File: config.mk
export PLATFORM = sky130hd
export DESIGN_NAME = ciphertext_fifo
export DESIGN_NICKNAME = d
export VERILOG_FILES = /design/src/rtl/ciphertext_fifo_pkg.sv /design/src/rtl/ciphertext_fifo.sv
export SDC_FILE = /design/constraint.sdc
export NUM_CORES = 1
export LEC_CHECK = 0
export BUFFER_PORTS_ARGS = -buffer_cell sky130_fd_sc_hd__buf_2
export CAP_MARGIN = 20
export CORE_MARGIN = 1.5
export CORE_UTILIZATION = 30
export CTS_CLUSTER_SIZE = 10
export DETAILED_ROUTE_END_ITERATION = 8
export HOLD_SLACK_MARGIN = 0.05
export SLEW_MARGIN = 20
export SYNTH_ARGS = -nofsm -noshare
export SYNTH_HDL_FRONTEND = slang
export SYNTH_SLANG_ARGS = --single-unit
File: constraint.sdc
create_clock -name clk -period 4.6 [get_ports clk]
set_clock_uncertainty 0.1 [all_clocks]
set_input_delay 0.92 -clock clk [delete_from_list [all_inputs] [get_ports clk]]
set_output_delay 0.92 -clock clk [all_outputs]
set_load 0.02 [all_outputs]
File: src/rtl/ciphertext_fifo_pkg.sv
// rtl/ciphertext_fifo_pkg.sv - shared AES engine constants: buffer geometry and writer FSM encodings
package ciphertext_fifo_pkg;

    localparam int DEPTH       = 32;
    localparam int BLOCK_BYTES = 16;
    localparam int PTR_W       = 6;
    localparam int ADDR_W      = 5;
    localparam int CNT_W       = 4;
    localparam int DATA_W      = 8;

    typedef enum logic [1:0] {
        ST_IDLE = 2'd0,
        ST_FILL = 2'd1,
        ST_DROP = 2'd2
    } wr_state_e;

    // Committed occupancy; the wrap bit makes 32 distinguishable from 0.
    function automatic logic [PTR_W-1:0] occupancy(
        input logic [PTR_W-1:0] head,
        input logic [PTR_W-1:0] tail
    );
        return head - tail;
    endfunction

endpackage

File: src/rtl/ciphertext_fifo.sv
// rtl/ciphertext_fifo.sv - block-committing ciphertext FIFO: 16-byte blocks become readable only once complete
module ciphertext_fifo
    import ciphertext_fifo_pkg::*;
(
    input  logic       clk,
    input  logic       rst_,
    input  logic [7:0] data_in,
    input  logic       data_ok,
    input  logic       out_ready,
    input  logic       clear_flags,
    output logic [7:0] out_data,
    output logic       out_valid,
    output logic [1:0] blocks_ready,
    output logic       overflow,
    output logic       frag_err
);

    logic [DATA_W-1:0] r_mem [DEPTH];
    logic [PTR_W-1:0]  r_wr;
    logic [PTR_W-1:0]  r_rd;
    logic [PTR_W-1:0]  r_commit;
    wr_state_e         r_state;
    logic [CNT_W-1:0]  r_cnt;
    logic              r_overflow;
    logic              r_frag_err;

    logic [PTR_W-1:0]  w_used;
    logic [PTR_W:0]    w_free;
    logic              w_has_room;
    logic              w_last;
    logic              w_wr_en;
    logic              w_rd_fire;
    logic              w_set_ovf;
    logic              w_set_frag;

    // Free space is judged against commit, so bytes of a block still being
    // drained this cycle are counted as occupied until the edge.
    assign w_used     = occupancy(r_commit, r_rd);
    assign w_free     = (PTR_W+1)'(DEPTH) - {1'b0, w_used};
    assign w_has_room = (w_free >= (PTR_W+1)'(BLOCK_BYTES));
    assign w_last     = (r_cnt == CNT_W'(BLOCK_BYTES - 1));

    assign w_wr_en    = data_ok && (((r_state == ST_IDLE) && w_has_room) ||
                                    (r_state == ST_FILL));
    assign w_set_ovf  = data_ok && (r_state == ST_IDLE) && !w_has_room;
    assign w_set_frag = !data_ok && (r_state == ST_FILL);

    assign out_valid    = (r_rd != r_commit);
    assign w_rd_fire    = out_valid && out_ready;
    assign out_data     = out_valid ? r_mem[r_rd[ADDR_W-1:0]] : 8'h00;
    assign blocks_ready = 2'(({1'b0, w_used} + (PTR_W+1)'(BLOCK_BYTES - 1)) >> 4);
    assign overflow     = r_overflow;
    assign frag_err     = r_frag_err;

    always_ff @(posedge clk) begin
        if (w_wr_en) begin
            r_mem[r_wr[ADDR_W-1:0]] <= data_in;
        end
    end

    always_ff @(posedge clk or negedge rst_) begin
        if (!rst_) begin
            r_rd <= '0;
        end else if (w_rd_fire) begin
            r_rd <= r_rd + PTR_W'(1);
        end
    end

    always_ff @(posedge clk or negedge rst_) begin
        if (!rst_) begin
            r_state    <= ST_IDLE;
            r_cnt      <= '0;
            r_wr       <= '0;
            r_commit   <= '0;
            r_overflow <= 1'b0;
            r_frag_err <= 1'b0;
        end else begin
            r_overflow <= w_set_ovf  | (r_overflow & ~clear_flags);
            r_frag_err <= w_set_frag | (r_frag_err & ~clear_flags);
            case (r_state)
                ST_IDLE: begin
                    if (data_ok) begin
                        r_cnt <= CNT_W'(1);
                        if (w_has_room) begin
                            r_wr    <= r_wr + PTR_W'(1);
                            r_state <= ST_FILL;
                        end else begin
                            r_state <= ST_DROP;
                        end
                    end
                end
                ST_FILL: begin
                    if (data_ok) begin
                        r_wr  <= r_wr + PTR_W'(1);
                        r_cnt <= r_cnt + CNT_W'(1);
                        if (w_last) begin
                            r_commit <= r_wr + PTR_W'(1);
                            r_state  <= ST_IDLE;
                        end
                    end else begin
                        // Short block: roll the writer back so the fragment vanishes.
                        r_wr    <= r_commit;
                        r_cnt   <= '0;
                        r_state <= ST_IDLE;
                    end
                end
                ST_DROP: begin
                    if (data_ok && !w_last) begin
                        r_cnt <= r_cnt + CNT_W'(1);
                    end else begin
                        r_cnt   <= '0;
                        r_state <= ST_IDLE;
                    end
                end
                default: begin
                    r_cnt   <= '0;
                    r_state <= ST_IDLE;
                end
            endcase
        end
    end

endmodule

==> flow_summary.ini, run 1 <==
[critical_path]
path_max_fanout = 11
timing.rr.start = r_rd[4]
endpoint_kind = primary output
arrival_ns = 3.02
max_stage_delay_ns = 0.55
required_ns = 3.58
crit_start = r_rd[4]
crit_family = buffers and inverters
crit_buf_inv = 3
slowest_stage = ha_1
cp-start-kind = flop
critPathKind = reg -> out
cp_cell_sequence = clkinv_1, ha_1, inv_1, nor2_1, and2_2, mux2i_4, o31a_2, o22ai_1, buf_2

[final_layout]
syn2layout_area_growth_pct = 14.2
fin_nets = 674
antenna_cells = 0
fillCellCount = 3586
drive_gt1_share_pct = 25.1

[pwr]
ir_worst_vdd_mv = 0.368
leakagePower_nw = 4.49
powerDensity_mw_per_mm2 = 625
power_mw = 8.38

[floorplan]
num_rows = 72
initial_core_util_pct = 30.4
pin_count = 26
die_w_um = 201
fp.dieH_um = 201
core_sq_mm = 0.0386
die-area_sq_mm = 0.0403

[logic_synthesis]
synth.area.top_cells = edfxtp_1 65%, mux4_2 15%, dfrtp_1 5.5%
yosys.area.top_type = edfxtp_1
syn_area_sq_mm = 0.0117
synth_top_area_share_pct = 65.5
ys_warn_count = 0
ys.flop_type = edfxtp_1
synthDistinctLibCells = 54
avgSynthCellArea_sq_um = 19.2
synth-seq-cells = 282
syn_inst = 612
yosysMostFrequentCell = edfxtp_1
synth_edf_count = 256
ys_async_sr_fraction_pct = 9.22
seq_area_frac_synth_pct = 71.0
synth_nets = 637
ys_top_cells_by_count = 256 x edfxtp_1, 80 x mux4_2, 38 x and3_1

[global_route]
grt_pass1_vias = 5995
antenna_found_initial = 0
overflow = 0
grt_max_degree = 68
track_usage_pct = 13.4
grt_pass1_wl_mm = 40.3

[timing]
slew_viol_final = 0
fmax_mhz = 247
fin_setup_tns_ns = 0
final.period_utilization_pct = 87.9
tightest_slew_ns = 0.959
grt_setup_unrepaired = no
max_slew_margin_pct = 35.5
setup_viol = 0
min_period_ns = 4.04
finalHoldViolCount = 0

[run_status]
outcome = finished, final reports clean

[clock_network]
cts_buffers = 34
cts_setup_buffers = 0
hold_buffers = 0
clk_latency_ns = 0.50
clock_sinks = 282
clkSlewWorstSetupHoldPaths_ns = 0.05
cts_buffer_depth = 3
cts_resized = 0
tritoncts = yes
h-tree-depth = 2
cts-root-buf = clkbuf_16

[flow_run]
cap_violations = 0

[min_path]
hp-class = in -> async

[detailed_routing]
drt_first_iter_violations = 506
drt_wl_total_mm = 26.8
vias = 5891
drc = 0
final_antenna_net_count = 0
firstDrtPassIters = 5
avgRoutedWirePerCell_um = 22.5
viasPerCell = 4.95

[place]
dp.final_hpwl_mm = 16.6
place.port_buffers = 25
gp_congestion = 0.798
[registers in the layout, summed over array words and instances (netlist names)]
register  cells
overflow      1
r_rd          6
r_state       2
r_cnt         4
frag_err      1
r_wr          6
r_commit      6
r_mem       256
[cells in the final DEF (no fill, tap or decap), types with 2 or more instances in the layout]
| cell type | instances |
|---|---|
| and3_1 | 38 |
| edfxtp_1 | 256 |
| nor3_1 | 9 |
| clkinv_1 | 2 |
| xor2_1 | 7 |
| a21oi_2 | 3 |
| nand3_1 | 5 |
| and2_2 | 2 |
| clkbuf_16 | 35 |
| buf_4 | 7 |
| a32o_1 | 4 |
| a31oi_1 | 3 |
| o22ai_1 | 2 |
| a21oi_1 | 16 |
| nand2_1 | 32 |
| o21ai_4 | 2 |
| clkbuf_1 | 22 |
| ha_1 | 11 |
| dfrtp_1 | 24 |
| a21o_1 | 2 |
| nand4_1 | 4 |
| a32oi_1 | 2 |
| inv_1 | 14 |
| nor2_1 | 18 |
| buf_2 | 25 |
| xnor2_1 | 11 |
| mux4_2 | 80 |
| nor2b_1 | 4 |
| o21ai_0 | 6 |
[worst register-to-register path, delay by kind of cell (launching register included)]
| kind | cells | cell delay (ns) |
|---|---|---|
| AOI/OAI and AO/OA | 2 | 0.89 |
| DFF | 1 | 0.52 |
| and+or+nand+nor | 4 | 0.73 |
| adders and majority gates | 1 | 0.51 |
| buffers and inverters | 3 | 0.71 |
| muxes | 1 | 0.17 |
[routing by layer]
metal | wire [um] | share of wire, % | track usage [%] | up-vias
li1 | - | - | - | 2555
met1 | 12300 | 46 | 19.7 | 3085
met2 | 12100 | 45 | 20.2 | 207
met3 | 1760 | 6.6 | 2.71 | 44
met4 | 651 | 2.4 | 3.81 | 0
met5 | 0 | 0 | 0 | -
[path summary, 6_finish.rpt]
path / cells after the start / endpoint / slack, ns
min in group clk: 1 / frag_err / 0.39
max in group asynchronous: 1 / r_rd[0] / 3.54
min: 1 / frag_err / 0.35
max: 9 / blocks_ready[1] / 0.56
min reg2reg: 1 / frag_err / 0.39
max reg2reg: 11 / r_mem[15][1] / 0.66
[area by class of cell]
| type | count | area (sq um) | share of cell area, % |
|---|---|---|---|
| flip-flops and latches | 282 | 8340 | 62.2 |
| inverters | 16 | 60.1 | 0.448 |
| multi-input cells | 282 | 3180 | 23.7 |
| clock inverters | 3 | 20.0 | 0.149 |
| well taps | 518 | 648 | 4.84 |
| repair buffers | 33 | 198 | 1.47 |
| clock buffers | 57 | 958 | 7.15 |
[stage by stage]
stage / worst slack [ns] / util, % / area [sq um] / cells / hold slack (ns)
after floorplan: 0.716 / - / 11700 / 612 / 0.384
after global placement: 0.842 / 32.1 / 12400 / 1131 / 0.369
after detailed placement: 0.744 / 32.1 / 12400 / 1131 / 0.376
after CTS: 0.561 / 34.7 / 13400 / 1191 / 0.357
after global routing: 0.338 / 34.7 / 13400 / 1191 / 0.393
final: 0.558 / 34.7 / 13400 / 1191 / 0.348
[report_power, final]
| group | internal, mW | switching (mW) | total, mW |
|---|---|---|---|
| sequential | 3.02 | 0.159 | 3.17 |
| combinational | 1.20 | 1.60 | 2.81 |
| clock | 1.42 | 0.982 | 2.40 |
| total | 5.63 | 2.74 | 8.38 |
[kinds of logic (layout without fill, tap and decap cells)]
| family | count (synthesis) | count (layout) | synth area share [%] |
|---|---|---|---|
| multiplexers | 82 | 82 | 15.6 |
| flip-flops | 282 | 282 | 71.0 |
| adder cells (fa/ha/maj) | 12 | 12 | 1.34 |
| buffers and inverters | 48 | 109 | 1.94 |
| AO/OA/AOI/OAI | 53 | 53 | 3.45 |
| XOR/XNOR | 19 | 19 | 1.58 |
| AND/OR/NAND/NOR | 116 | 116 | 5.04 |
Note: power is estimated with default switching activity, not from simulation.
==> run 2, diff against run 1 <==
--- a/config.mk
+++ b/config.mk
@@ -12,6 +12,7 @@
 export CTS_CLUSTER_SIZE = 10
 export DETAILED_ROUTE_END_ITERATION = 8
 export HOLD_SLACK_MARGIN = 0.05
+export PLACE_DENSITY_LB_ADDON = 0.15
 export SLEW_MARGIN = 20
 export SYNTH_ARGS = -nofsm -noshare
 export SYNTH_HDL_FRONTEND = slang
==> run 2 against run 1 <==
Via count grew 0.51%. Clock-buffer cell count shrank 8. Final cell count decreased by 0.42%. Global-route usage rose by 1.2 points. Sequential share of layout area fell by 0.28 points. First-iteration DRC count shrank 14%.
==> flow_summary.ini, run 2 (synthesized netlist as in run 1, its figures left out) <==
[clock_network]
cts-root-buf = clkbuf_16
tritoncts = yes
clk_latency_ns = 0.52
clock_sinks = 282
cts_buffers = 35
hold_buffers = 0
cts_setup_buffers = 0
h-tree-depth = 2
cts_resized = 0
cts_buffer_depth = 3
clkSlewWorstSetupHoldPaths_ns = 0.06

[place]
post-place-cells = 1130
place.port_buffers = 25
pre_cts_slack_ns = 0.480
dp.final_hpwl_mm = 18.3
gp_congestion = 0.770

[floorplan]
die_w_um = 201
fp.dieH_um = 201
core_sq_mm = 0.0386
num_rows = 72
die-area_sq_mm = 0.0403
pin_count = 26
initial_core_util_pct = 30.4

[timing]
fmax_mhz = 239
max_slew_margin_pct = 33.2
tightest_slew_ns = 1.00
final.period_utilization_pct = 91.0
grt_setup_unrepaired = no
setup_viol = 0
slew_viol_final = 0
fin_setup_tns_ns = 0
min_period_ns = 4.19
finalHoldViolCount = 0
setup_ws_ns = 0.413

[detailed_routing]
avgRoutedWirePerCell_um = 24.5
drc = 0
viasPerCell = 4.99
firstDrtPassIters = 4
final_antenna_net_count = 0
drt_wl_total_mm = 29.0
vias = 5921
drt_first_iter_violations = 435

[pwr]
leakagePower_nw = 4.52
p_sw_share_pct = 33.1
powerDensity_mw_per_mm2 = 640
seqPwrFrac_pct = 37.3
power_mw = 8.61
ir_worst_vdd_mv = 0.259
internal-power_mw = 5.76
pwr-share-clk_pct = 29.7
p_switching_mw = 2.85
combPwrFrac_pct = 33.0

[critical_path]
endpoint_kind = primary output
rr_worst_depth = 11
arrival_ns = 3.17
path_max_fanout = 11
timing.rr.start = r_rd[4]
r2r-end = r_mem[15][0]
cp-start-kind = flop
crit_start = r_rd[4]
r2r_setup_slack_ns = 0.47
required_ns = 3.58
critPathKind = reg -> out

[final_layout]
drive_gt1_share_pct = 25.6
largest_reg_flops = 256
seq_area_sq_mm = 0.00834
final_common_cell = edfxtp_1
fillCellCount = 3597
syn2layout_area_growth_pct = 14.7
fin_util_pct = 34.8
fin_cells = 1186
fin_nets = 674
antenna_cells = 0
multiInputGateArea_sq_mm = 0.00318
final_cell_mix = 256 x edfxtp_1, 80 x mux4_2, 38 x and3_1

[global_route]
grt_pass1_vias = 6179
antenna_found_initial = 0
grt_pass1_wl_mm = 43.1
overflow = 0
grt_max_degree = 67
track_usage_pct = 14.6

[run_status]
outcome = finished, final reports clean

[min_path]
hp-class = in -> async

[flow_run]
cap_violations = 0
-- run 2: worst max-delay path by stage --
stage / end
final: blocks_ready[1]
after global routing: r_mem[15][0]
after CTS: out_data[3]
after detailed placement: r_mem[30][3]
after global placement: r_mem[15][7]
after floorplan: blocks_ready[1]
-- run 2: worst max-delay path, stage by stage (launching register included) --
cell	delay, ns
dfrtp_1	0.59
clkinv_1	0.41
ha_1	0.57
inv_1	0.10
nor2_1	0.23
and2_2	0.21
mux2i_4	0.08
o31a_2	0.13
o22ai_1	0.15
buf_2	0.19
-- run 2: cell type report --
type / instances / share of cell area, %
Clock inverter: 7 / 0.716
Inverter: 16 / 0.446
Multi-Input combinational cell: 282 / 23.6
Clock buffer: 49 / 7.05
Timing Repair Buffer: 32 / 1.41
Tap cell: 518 / 4.81
Sequential cell: 282 / 62.0
-- run 2: through the flow --
stage          hold WS [ns]  area [sq um]
2_1_floorplan         0.384         11700
3_3_place_gp          0.374         12400
3_5_place_dp          0.376         12400
4_1_cts               0.330         13500
5_1_grt               0.345         13500
6_report              0.329         13500
-- run 2: routing by layer --
metal,vias to the layer above,track usage (%),routed length (um)
li1,2551,-,-
met2,161,21.8,13200
met4,0,3.97,516
met5,-,0,0
met3,34,3.31,1820
met1,3175,21.6,13500
-- run 2: power by group through the flow --
stage,registers (mW),logic (mW),clock network (mW)
after floorplan,3.14,2.06,0
after global placement,3.26,2.90,0
after detailed placement,3.27,2.90,0
after CTS,3.22,2.91,2.61
after global routing,3.24,3.08,2.70
final,3.21,2.84,2.56
==> run 3, diff against run 2 <==
--- a/config.mk
+++ b/config.mk
@@ -9,6 +9,7 @@
 export CAP_MARGIN = 20
 export CORE_MARGIN = 1.5
 export CORE_UTILIZATION = 30
+export CTS_BUF_LIST = sky130_fd_sc_hd__clkbuf_8
 export CTS_CLUSTER_SIZE = 10
 export DETAILED_ROUTE_END_ITERATION = 8
 export HOLD_SLACK_MARGIN = 0.05
==> run 3 against run 2 <==
Sequential power about the same. Final cell count up 2.6%. Clock power down 12%. Flip-flop and latch count unchanged. Die area unchanged. Sequential share of layout area up 0.41 points. Combinational power about the same. Register-to-register slack worse by 0.02 ns. Total power down 3.3%. Highest routed layer unchanged.
==> flow_summary.ini, run 3 (synthesized netlist as in run 1, its figures left out) <==
[final_layout]
final_cell_mix = 256 x edfxtp_1, 80 x mux4_2, 53 x clkbuf_8
final_common_cell = edfxtp_1
largest_reg_flops = 256
syn2layout_area_growth_pct = 13.9
fin_nets = 689
seq_area_sq_mm = 0.00834
drive_gt1_share_pct = 28.3
multiInputGateArea_sq_mm = 0.00318
antenna_cells = 0
fillCellCount = 3622

[detailed_routing]
drc = 0
drt_first_iter_violations = 462
final_antenna_net_count = 0
firstDrtPassIters = 5
vias = 6069
viasPerCell = 4.99
drt_wl_total_mm = 29.3
avgRoutedWirePerCell_um = 24.0

[critical_path]
crit_buf_inv = 3
crit_family = buffers and inverters
cp_cell_sequence = clkinv_1, ha_1, inv_1, nor2_1, and2_2, mux2i_4, o31a_2, o22ai_1, buf_2
rr_worst_depth = 11
required_ns = 3.58
r2r-end = r_mem[15][0]
crit_start = r_rd[4]
slowest_stage = dfrtp_1
endpoint_kind = primary output
timing.rr.start = r_rd[4]
r2r_setup_slack_ns = 0.45
critical_path_depth = 9
path_max_fanout = 11
critPathKind = reg -> out
max_stage_delay_ns = 0.60
worstSetupEndpoint = blocks_ready[1]
cp-start-kind = flop
arrival_ns = 3.26

[global_route]
grt_max_degree = 67
antenna_found_initial = 0
grt_pass1_vias = 6285
grt_pass1_wl_mm = 43.7
overflow = 0
track_usage_pct = 14.9

[clock_network]
hold_buffers = 0
cts_setup_buffers = 0
tritoncts = yes
cts_buffers = 50
cts-root-buf = clkbuf_8
clk_latency_ns = 0.59
clkSlewWorstSetupHoldPaths_ns = 0.06
h-tree-depth = 2
clock_sinks = 282
cts_buffer_depth = 3
cts_resized = 0

[timing]
grt_setup_unrepaired = no
setup_ws_ns = 0.316
final.period_utilization_pct = 93.1
max_slew_margin_pct = 34.4
fmax_mhz = 233
whs_ns = 0.242
slew_viol_final = 0
fin_setup_tns_ns = 0
tightest_slew_ns = 0.984
setup_viol = 0
finalHoldViolCount = 0
min_period_ns = 4.28

[place]
gp_congestion = 0.770
place.port_buffers = 25
dp.final_hpwl_mm = 18.3
pre_cts_slack_ns = 0.480

[pwr]
ir_worst_vdd_mv = 0.347
powerDensity_mw_per_mm2 = 622
leakagePower_nw = 4.58

[floorplan]
initial_core_util_pct = 30.4
die-area_sq_mm = 0.0403
fp.dieH_um = 201
die_w_um = 201
core_sq_mm = 0.0386
pin_count = 26
num_rows = 72

[flow_run]
cap_violations = 0

[run_status]
outcome = finished, final reports clean

[min_path]
hp-class = in -> async
## run 3: cell count changes in the layout (fill, tap and decap cells not counted)
cell and delta:
clkbuf_8 +53, clkbuf_16 -36, inv_1 +16, clkbuf_1 -13, clkinv_2 +9, bufinv_16 +1, clkinv_1 +1, clkinv_8 -1
inv_6 +1
## run 3: stage by stage
stage	area, sq um	total power [mW]	util (%)	std cells
final	13400	8.32	34.6	1217
after global routing	13400	8.77	34.6	1217
after CTS	13400	8.46	34.6	1217
after detailed placement	12400	6.17	32.1	1130
after global placement	12400	6.16	32.1	1130
after floorplan	11700	5.20	-	612
## run 3: layer usage
layer | up-vias | wire (um) | GRT usage (%)
met2 | 176 | 13200 | 21.9
met1 | 3257 | 13900 | 21.8
met4 | 0 | 522 | 4.00
met5 | - | 0 | 0
met3 | 48 | 1610 | 3.96
li1 | 2588 | - | -
## run 3: worst register-to-register path: stages, from the launching register on
cell      delay [ns]
dfrtp_1         0.60
clkinv_1        0.43
ha_1            0.53
inv_1           0.12
nor2_1          0.08
and2_2          0.23
mux2i_4         0.18
a22oi_4         0.17
o21ai_4         0.77
nand2_1         0.23
nor3_1          0.22
buf_4           0.21
## run 3: power by group
group | internal (mW) | switching, mW | leakage (nW)
registers | 3.02 | 0.194 | 2.64
logic | 1.20 | 1.65 | 1.38
clock network | 1.23 | 1.03 | 0.559
## run 3: layout make-up
cell class                 instances  share of cell area, %
sequential                       282                   62.4
multi-input combinational        282                   23.7
clock buffer                      53                   5.45
tap                              518                   4.85
clock inverter                    34                   1.70
timing repair buffer              32                   1.42
inverter                          16                  0.449
## run 3: worst min path at each step
stage	endpoint	slack [ns]	depth (start not counted)
floorplan	r_cnt[0]	0.38	1
global placement	frag_err	0.37	1
detailed placement	frag_err	0.38	1
CTS	r_state[1]	0.21	1
global route	r_state[1]	0.23	1
finish	r_state[1]	0.24	1
